==> src/rtl/pipe_stall_ctrl.sv <==
// Pipeline sequencer: merges hazard stall, EX redirect and dmem handshake into
// write-enable/flush strobes. Optional perf counters under PIPE_PERF_CNT_EN.
module pipe_stall_ctrl #(
  parameter int MAX_STALL = 16
) (
  input  logic        clk,
  input  logic        rst,
  input  logic        stall_req,
  input  logic        redirect,
  input  logic        dmem_req,
  input  logic        dmem_ready,
  output logic        pc_we,
  output logic        if_id_we,
  output logic        id_ex_we,
  output logic        ex_mem_we,
  output logic        mem_wb_we,
  output logic        if_id_flush,
  output logic        id_ex_flush,
  output logic [1:0]  ctrl_state,
  output logic        stall_timeout,
  output logic [31:0] stall_cycles,
  output logic [31:0] flush_count
);
  typedef enum logic [1:0] {RUN = 2'd0, HOLD = 2'd1, MEMWAIT = 2'd2} state_t;

  localparam int CW = $clog2(MAX_STALL + 1);
  localparam logic [CW-1:0] CNT_MAX = CW'(MAX_STALL);

  state_t        state, state_nxt;
  logic [CW-1:0] hold_cnt;
  logic          freeze;

  assign freeze     = dmem_req & ~dmem_ready;
  assign ctrl_state = state;

  always_ff @(posedge clk or posedge rst) begin
    if (rst) state <= RUN;
    else     state <= state_nxt;
  end

  // Same decode in every state; state only records last cycle's stall cause.
  always_comb begin
    state_nxt   = RUN;
    pc_we       = 1'b1;
    if_id_we    = 1'b1;
    id_ex_we    = 1'b1;
    ex_mem_we   = 1'b1;
    mem_wb_we   = 1'b1;
    if_id_flush = 1'b0;
    id_ex_flush = 1'b0;
    if (freeze) begin
      state_nxt = MEMWAIT;
      pc_we     = 1'b0;
      if_id_we  = 1'b0;
      id_ex_we  = 1'b0;
      ex_mem_we = 1'b0;
      mem_wb_we = 1'b0;
    end else if (redirect) begin
      if_id_flush = 1'b1;
      id_ex_flush = 1'b1;
    end else if (stall_req) begin
      state_nxt   = HOLD;
      pc_we       = 1'b0;
      if_id_we    = 1'b0;
      id_ex_flush = 1'b1;
    end
    if (rst) begin
      pc_we       = 1'b0;
      if_id_we    = 1'b0;
      id_ex_we    = 1'b0;
      ex_mem_we   = 1'b0;
      mem_wb_we   = 1'b0;
      if_id_flush = 1'b0;
      id_ex_flush = 1'b0;
    end
  end

  // Watchdog: run length of consecutive stalled cycles, saturating.
  always_ff @(posedge clk or posedge rst) begin
    if (rst) begin
      hold_cnt      <= '0;
      stall_timeout <= 1'b0;
    end else begin
      if (state_nxt == RUN)       hold_cnt <= '0;
      else if (hold_cnt != CNT_MAX) hold_cnt <= hold_cnt + 1'b1;
      if (hold_cnt == CNT_MAX)    stall_timeout <= 1'b1;
    end
  end

`ifdef PIPE_PERF_CNT_EN
  // flush_count counts redirects when actually taken (not while frozen).
  always_ff @(posedge clk or posedge rst) begin
    if (rst) begin
      stall_cycles <= '0;
      flush_count  <= '0;
    end else begin
      if (!pc_we)       stall_cycles <= stall_cycles + 32'd1;
      if (if_id_flush)  flush_count  <= flush_count + 32'd1;
    end
  end
`else
  assign stall_cycles = 32'd0;
  assign flush_count  = 32'd0;
`endif

endmodule

==> config.mk <==
export PLATFORM = sky130hd
export DESIGN_NAME = pipe_stall_ctrl
export DESIGN_NICKNAME = d
export VERILOG_FILES = /design/src/rtl/pipe_stall_ctrl.sv
export SDC_FILE = /design/constraint.sdc
export NUM_CORES = 1
export LEC_CHECK = 0
export BUFFER_PORTS_ARGS = -buffer_cell sky130_fd_sc_hd__buf_2
export CORE_ASPECT_RATIO = 1.5
export CORE_MARGIN = 1.5
export CORE_UTILIZATION = 30
export DETAILED_ROUTE_END_ITERATION = 16
export PLACE_DENSITY = 0.7
export SKIP_LAST_GASP = 1
export SYNTH_ARGS = -nofsm -noshare
export SYNTH_HDL_FRONTEND = slang
export SYNTH_SLANG_ARGS = --single-unit
==> constraint.sdc <==
create_clock -name clk -period 1.7 [get_ports clk]
set_input_delay 0.17 -clock clk [delete_from_list [all_inputs] [get_ports clk]]
set_output_delay 0.17 -clock clk [all_outputs]
set_load 0.01 [all_outputs]
==> flow_summary.yaml, run 1 <==
run_status:
  status: "complete, no violations"
clocking:
  cts_resized: 0
  root_buffer: "clkbuf_8"
  worstSkewPairLatency_ns: 0.23
  clk_pin_slew_ns: 0.04
  h-tree-depth: 1
  cts_max_path_buffers: 2
  cts_tree: "built"
  numCtsBuffers: 3
  cts_sinks: 8
  post-cts-setup-buffer-count: 0
critical_path:
  path_max_fanout: 5
  path_buf_inv: 3
  r2r_cells: 5
  crit_chain: "dlygate4sd3_1 -> buf_2 -> nor2_1 -> and2_1 -> buf_2"
  r2r-start: "hold_cnt[0]$_DFFE_PP0P_"
  end_kind: "output port"
  reg2reg_to: "hold_cnt[1]$_DFFE_PP0P_"
  cp.depth: 5
  critical_path_class: "in -> out"
  cp.required_ns: 1.53
  critPathArrivalTime_ns: 1.31
  slowest_delay_ns: 0.53
  cp_slowest_cell: "dlygate4sd3_1"
  regToRegSetupSlack_ns: 0.44
  cp-start-kind: "input pin"
  critPathTopFamily: "buffers and inverters"
  crit_path_frequent_cell: "buf_2"
sta:
  fmax_ghz: 0.6768
  final-max-slew-violation-count: 0
  rsz0062_at_grt: "no"
  finalSetupTns_ns: 0
  clock_skew_ns: 0.002379
  final_hold_viol_count: 0
  finalCriticalPeriod_ns: 1.477
  fin_hold_ws_ns: 0.1237
  setup_viol: 0
  fin_crit_sh_pct: 86.91
power:
  p_leak_nw: 0.4805
  ir_worst_vdd_v: 0.0002370
  power_density_nw_per_um2: 724.3
route:
  drt_iter0_drc: 2
  vias: 467
  drc: 0
  dr.pass1.iters: 4
  vias_per_cell: 2.975
  wl_um: 916
  post_drt_wl_per_cell_um: 5.834
  drtAntennaViolNets: 0
floorplan:
  die_area_um2: 3303
  ios: 80
  core.rowCount: 24
  start_util_pct: 31.14
  die_y_um: 69.65
  fp.coreArea_um2: 2853
  die_width_um: 47.43
grt:
  grt_pass1_wl_um: 1283
  antenna_found_initial: 0
  grt.total_usage_pct: 5.577
  grt-ovfl-total: 0
  grt_max_degree: 9
  grt_pass1_vias: 306
yosys:
  synth_top_cell_by_area: "buf_4"
  synth-compound-area-share_pct: 0.8451
  yosysWarnings: 0
  post-synth-top-count-cell: "buf_4"
  synth_top_area_share_pct: 56.62
  async_flop_share_pct: 100.0
  netlist_instances: 103
  seq_area_frac_synth_pct: 22.54
  yosys-mux-area-fraction_pct: 1.127
  synthTopCellsByCount: "buf_4, dfrtp_1, nor2_1"
  syn_area_um2: 888.4
  synth-xor-area-share_pct: 3.944
  syn_avg_cell_area_um2: 8.625
  synth_fa_ha_area_share_pct: 2.817
  ys_types: 17
  synthSimpleGateAreaFrac_pct: 10.42
  synthTopCellsByArea: "buf_4, dfrtp_1, ha_1"
  synth_top_family_by_area: "buffers and inverters"
  ys.flop_type: "dfrtp_1"
  synth_edf_count: 0
  ys_ff_latch: 8
place:
  io_buffers: 15
  post-dp-hpwl_um: 777
  dp.cells: 153
  gp_congestion: 0.6414
cells_and_area:
  layoutNonFillerInstCount: 157
  antennaDiodeCount: 0
  num-fill-cells: 324
  final_util_pct: 27.94
  syn_to_final_growth_pct: -10.28
  layout.nets: 128
  layout-drive-gt1-share_pct: 17.80
job:
  maxCapViolations: 0
worst_hold_path:
  hold_path_end: "ctrl_state[1]$_DFF_PP0_"
  hold_depth: 2
  hold_start: "dmem_ready"
  hp-class: "in -> reg"
## where the power goes
part           total [mW]  internal (mW)  switching [mW]
sequential          0.213          0.204         0.00849
combinational       0.138         0.0352           0.103
clock               0.226          0.153          0.0731
## logic make-up after synthesis
kind of cell / Yosys count
muxes: 1
DFF: 8
and+or+nand+nor: 16
other: 1
adders and majority gates: 2
xor gates and xnor gates: 4
AOI/OAI and AO/OA: 1
buffers and inverters: 70
## flip-flops by register name, indices dropped and copies added, names as in the netlist
signal and count:
hold_cnt 5, ctrl_state 2, stall_timeout 1
## layout by cell type, fill, tap and decap left out, types with 2 or more instances in the layout
cell	netlist	layout
dfrtp_1	8	8
xnor2_1	2	2
ha_1	2	2
nor2b_1	2	2
clkbuf_8	0	3
nand3_1	2	2
xor2_1	2	2
buf_2	0	15
inv_1	3	3
conb_1	1	64
nor2_1	6	6
nor3_1	2	2
## cell type report
| cell class | instances | area, um2 | area share (%) |
|---|---|---|---|
| Inverter | 3 | 11.26 | 1.413 |
| Sequential cell | 8 | 200.2 | 25.12 |
| Tap cell | 39 | 48.80 | 6.122 |
| Clock buffer | 3 | 41.29 | 5.181 |
| Timing Repair Buffer | 16 | 85.08 | 10.68 |
| Multi-Input combinational cell | 88 | 410.4 | 51.49 |
## stage by stage
| step | power [mW] | instance area (um2) | worst slack [ns] |
|---|---|---|---|
| finish | 0.5773 | 797.0 | 0.2225 |
| floorplan | 0.4358 | 1125 | 0.5138 |
| CTS | 0.5818 | 797.0 | 0.2108 |
| detailed placement | 0.3507 | 745.7 | 0.4401 |
| global route | 0.6191 | 797.0 | 0.1176 |
| global placement | 0.3484 | 745.7 | 0.4814 |
## worst max path at each step
stage,endpoint,from
final,if_id_flush,rst
after global routing,id_ex_flush,rst
after CTS,if_id_flush,rst
after detailed placement,hold_cnt[1]$_DFFE_PP0P_,hold_cnt[0]$_DFFE_PP0P_
after global placement,hold_cnt[1]$_DFFE_PP0P_,hold_cnt[0]$_DFFE_PP0P_
after floorplan,hold_cnt[1]$_DFFE_PP0P_,hold_cnt[0]$_DFFE_PP0P_
## per-layer routing
metal	part of all wire [%]	track usage [%]	vias to the layer above
met4	2.8	3.704	0
met3	17	3.125	3
met2	47	7.207	46
met1	33	6.774	204
met5	0	0	-
li1	-	-	214
## repair_timing
action / CTS / global route
endpoints found under the hold margin: 8 / 0
endpoints found under the setup margin: 0 / 0
hold buffers: 1 / 0
(Power assumes the default switching activity.)
==> inputs of run 2 (changes only) <==
--- a/config.mk
+++ b/config.mk
@@ -10,7 +10,7 @@
 export CORE_MARGIN = 1.5
 export CORE_UTILIZATION = 30
 export DETAILED_ROUTE_END_ITERATION = 16
-export PLACE_DENSITY = 0.7
+export PLACE_DENSITY = 0.67
 export SKIP_LAST_GASP = 1
 export SYNTH_ARGS = -nofsm -noshare
 export SYNTH_HDL_FRONTEND = slang
==> flow_summary.yaml, run 2 (synthesis results as in run 1) <==
run_status:
  status: "complete, no violations"
route:
  drt_iter0_drc: 8
  vias_per_cell: 3.057
  post_drt_wl_per_cell_um: 6.287
  vias: 480
  drc: 0
  drtAntennaViolNets: 0
  dr.pass1.iters: 4
  wl_um: 987
grt:
  antenna_found_initial: 0
  use_met3_pct: 1.563
  grt.busiest_layer: "met4"
  grt_max_degree: 9
  grt.total_usage_pct: 6.345
  grtUsageMet2_pct: 9.009
  grt_pass1_wl_um: 1304
  grt.met1_usage_pct: 4.960
  grt-ovfl-total: 0
  grt_pass1_vias: 316
sta:
  fin_crit_sh_pct: 89.04
  finalCriticalPeriod_ns: 1.514
  fin_hold_ws_ns: 0.1211
  final-max-slew-violation-count: 0
  rsz0062_at_grt: "no"
  final_hold_viol_count: 0
  clock_skew_ns: 0.0009058
  setup_viol: 0
  finalSetupTns_ns: 0
  fmax_ghz: 0.6607
cells_and_area:
  layout-drive-gt1-share_pct: 17.80
  design_area_um2: 797.0
  top_register: "hold_cnt"
  final_cell_mix: "conb_1, buf_2, dfrtp_1"
  num-fill-cells: 322
  largest_reg_flops: 5
  antennaDiodeCount: 0
  layout_commonest_cell: "conb_1"
  layout.nets: 128
  final_util_pct: 27.94
  syn_to_final_growth_pct: -10.28
clocking:
  cts_max_path_buffers: 2
  root_buffer: "clkbuf_8"
  clk_pin_slew_ns: 0.04
  cts_tree: "built"
  post-cts-setup-buffer-count: 0
  numCtsBuffers: 3
  h-tree-depth: 1
  cts_sinks: 8
  worstSkewPairLatency_ns: 0.23
  holdBufCountCts: 1
  cts_resized: 0
place:
  io_buffers: 15
  post-dp-hpwl_um: 804.2
  gp_congestion: 0.7864
  dpl-instance-area_um2: 745.7
floorplan:
  die_area_um2: 3303
  fp.coreArea_um2: 2853
  die_width_um: 47.43
  die_y_um: 69.65
  start_util_pct: 31.14
  ios: 80
  core.rowCount: 24
job:
  maxCapViolations: 0
critical_path:
  end_kind: "output port"
  cp.required_ns: 1.53
  path_max_fanout: 5
  critical_path_class: "in -> out"
  critPathArrivalTime_ns: 1.34
  r2r_cells: 5
  cp-start-kind: "input pin"
power:
  p_leak_nw: 0.4805
  power_density_nw_per_um2: 725.8
  ir_worst_vdd_v: 0.0002038
worst_hold_path:
  hold_depth: 2
  hp-class: "in -> reg"
-- run 2: final cells by class --
cell class	instances	area, um2	area share (%)
multi-input cells	88	410.4	51.49
flip-flops and latches	8	200.2	25.12
repair buffers	16	85.08	10.68
well taps	39	48.80	6.122
clock buffers	3	41.29	5.181
inverters	3	11.26	1.413
-- run 2: through the flow --
stage / setup WS [ns] / power [mW] / instances
2_1_floorplan: 0.5138 / 0.4358 / 166
3_3_place_gp: 0.4721 / 0.3484 / 153
3_5_place_dp: 0.4354 / 0.3515 / 153
4_1_cts: 0.1810 / 0.5824 / 157
5_1_grt: 0.1116 / 0.6177 / 157
6_report: 0.1864 / 0.5785 / 157
-- run 2: worst paths after layout --
path                                            from                         to  slack, ns
setup / recovery                                 rst                id_ex_flush       0.19
hold / removal                            dmem_ready    ctrl_state[1]$_DFF_PP0_       0.12
setup reg to reg             hold_cnt[0]$_DFFE_PP0P_    hold_cnt[1]$_DFFE_PP0P_       0.43
hold reg to reg            stall_timeout$_DFFE_PP0N_  stall_timeout$_DFFE_PP0N_       0.46
max in group asynchronous                        rst  stall_timeout$_DFFE_PP0N_       1.02
min in group asynchronous                        rst    hold_cnt[3]$_DFFE_PP0P_       0.45
-- run 2: worst max-delay path, cell delays in order --
cell           delay [ns]
dlygate4sd3_1        0.53
buf_2                0.13
nor2_1               0.23
o21a_1               0.16
buf_2                0.12
-- run 2: power by group --
group / switching [mW] / internal (mW) / total [mW]
clock network: 0.0721 / 0.153 / 0.225
logic: 0.105 / 0.0355 / 0.140
registers: 0.00854 / 0.204 / 0.213
-- run 2: layer usage --
| metal | routed length (um) | up-vias |
|---|---|---|
| li1 | - | 214 |
| met1 | 299 | 213 |
| met2 | 472 | 49 |
| met3 | 149 | 4 |
| met4 | 65 | 0 |
| met5 | 0 | - |
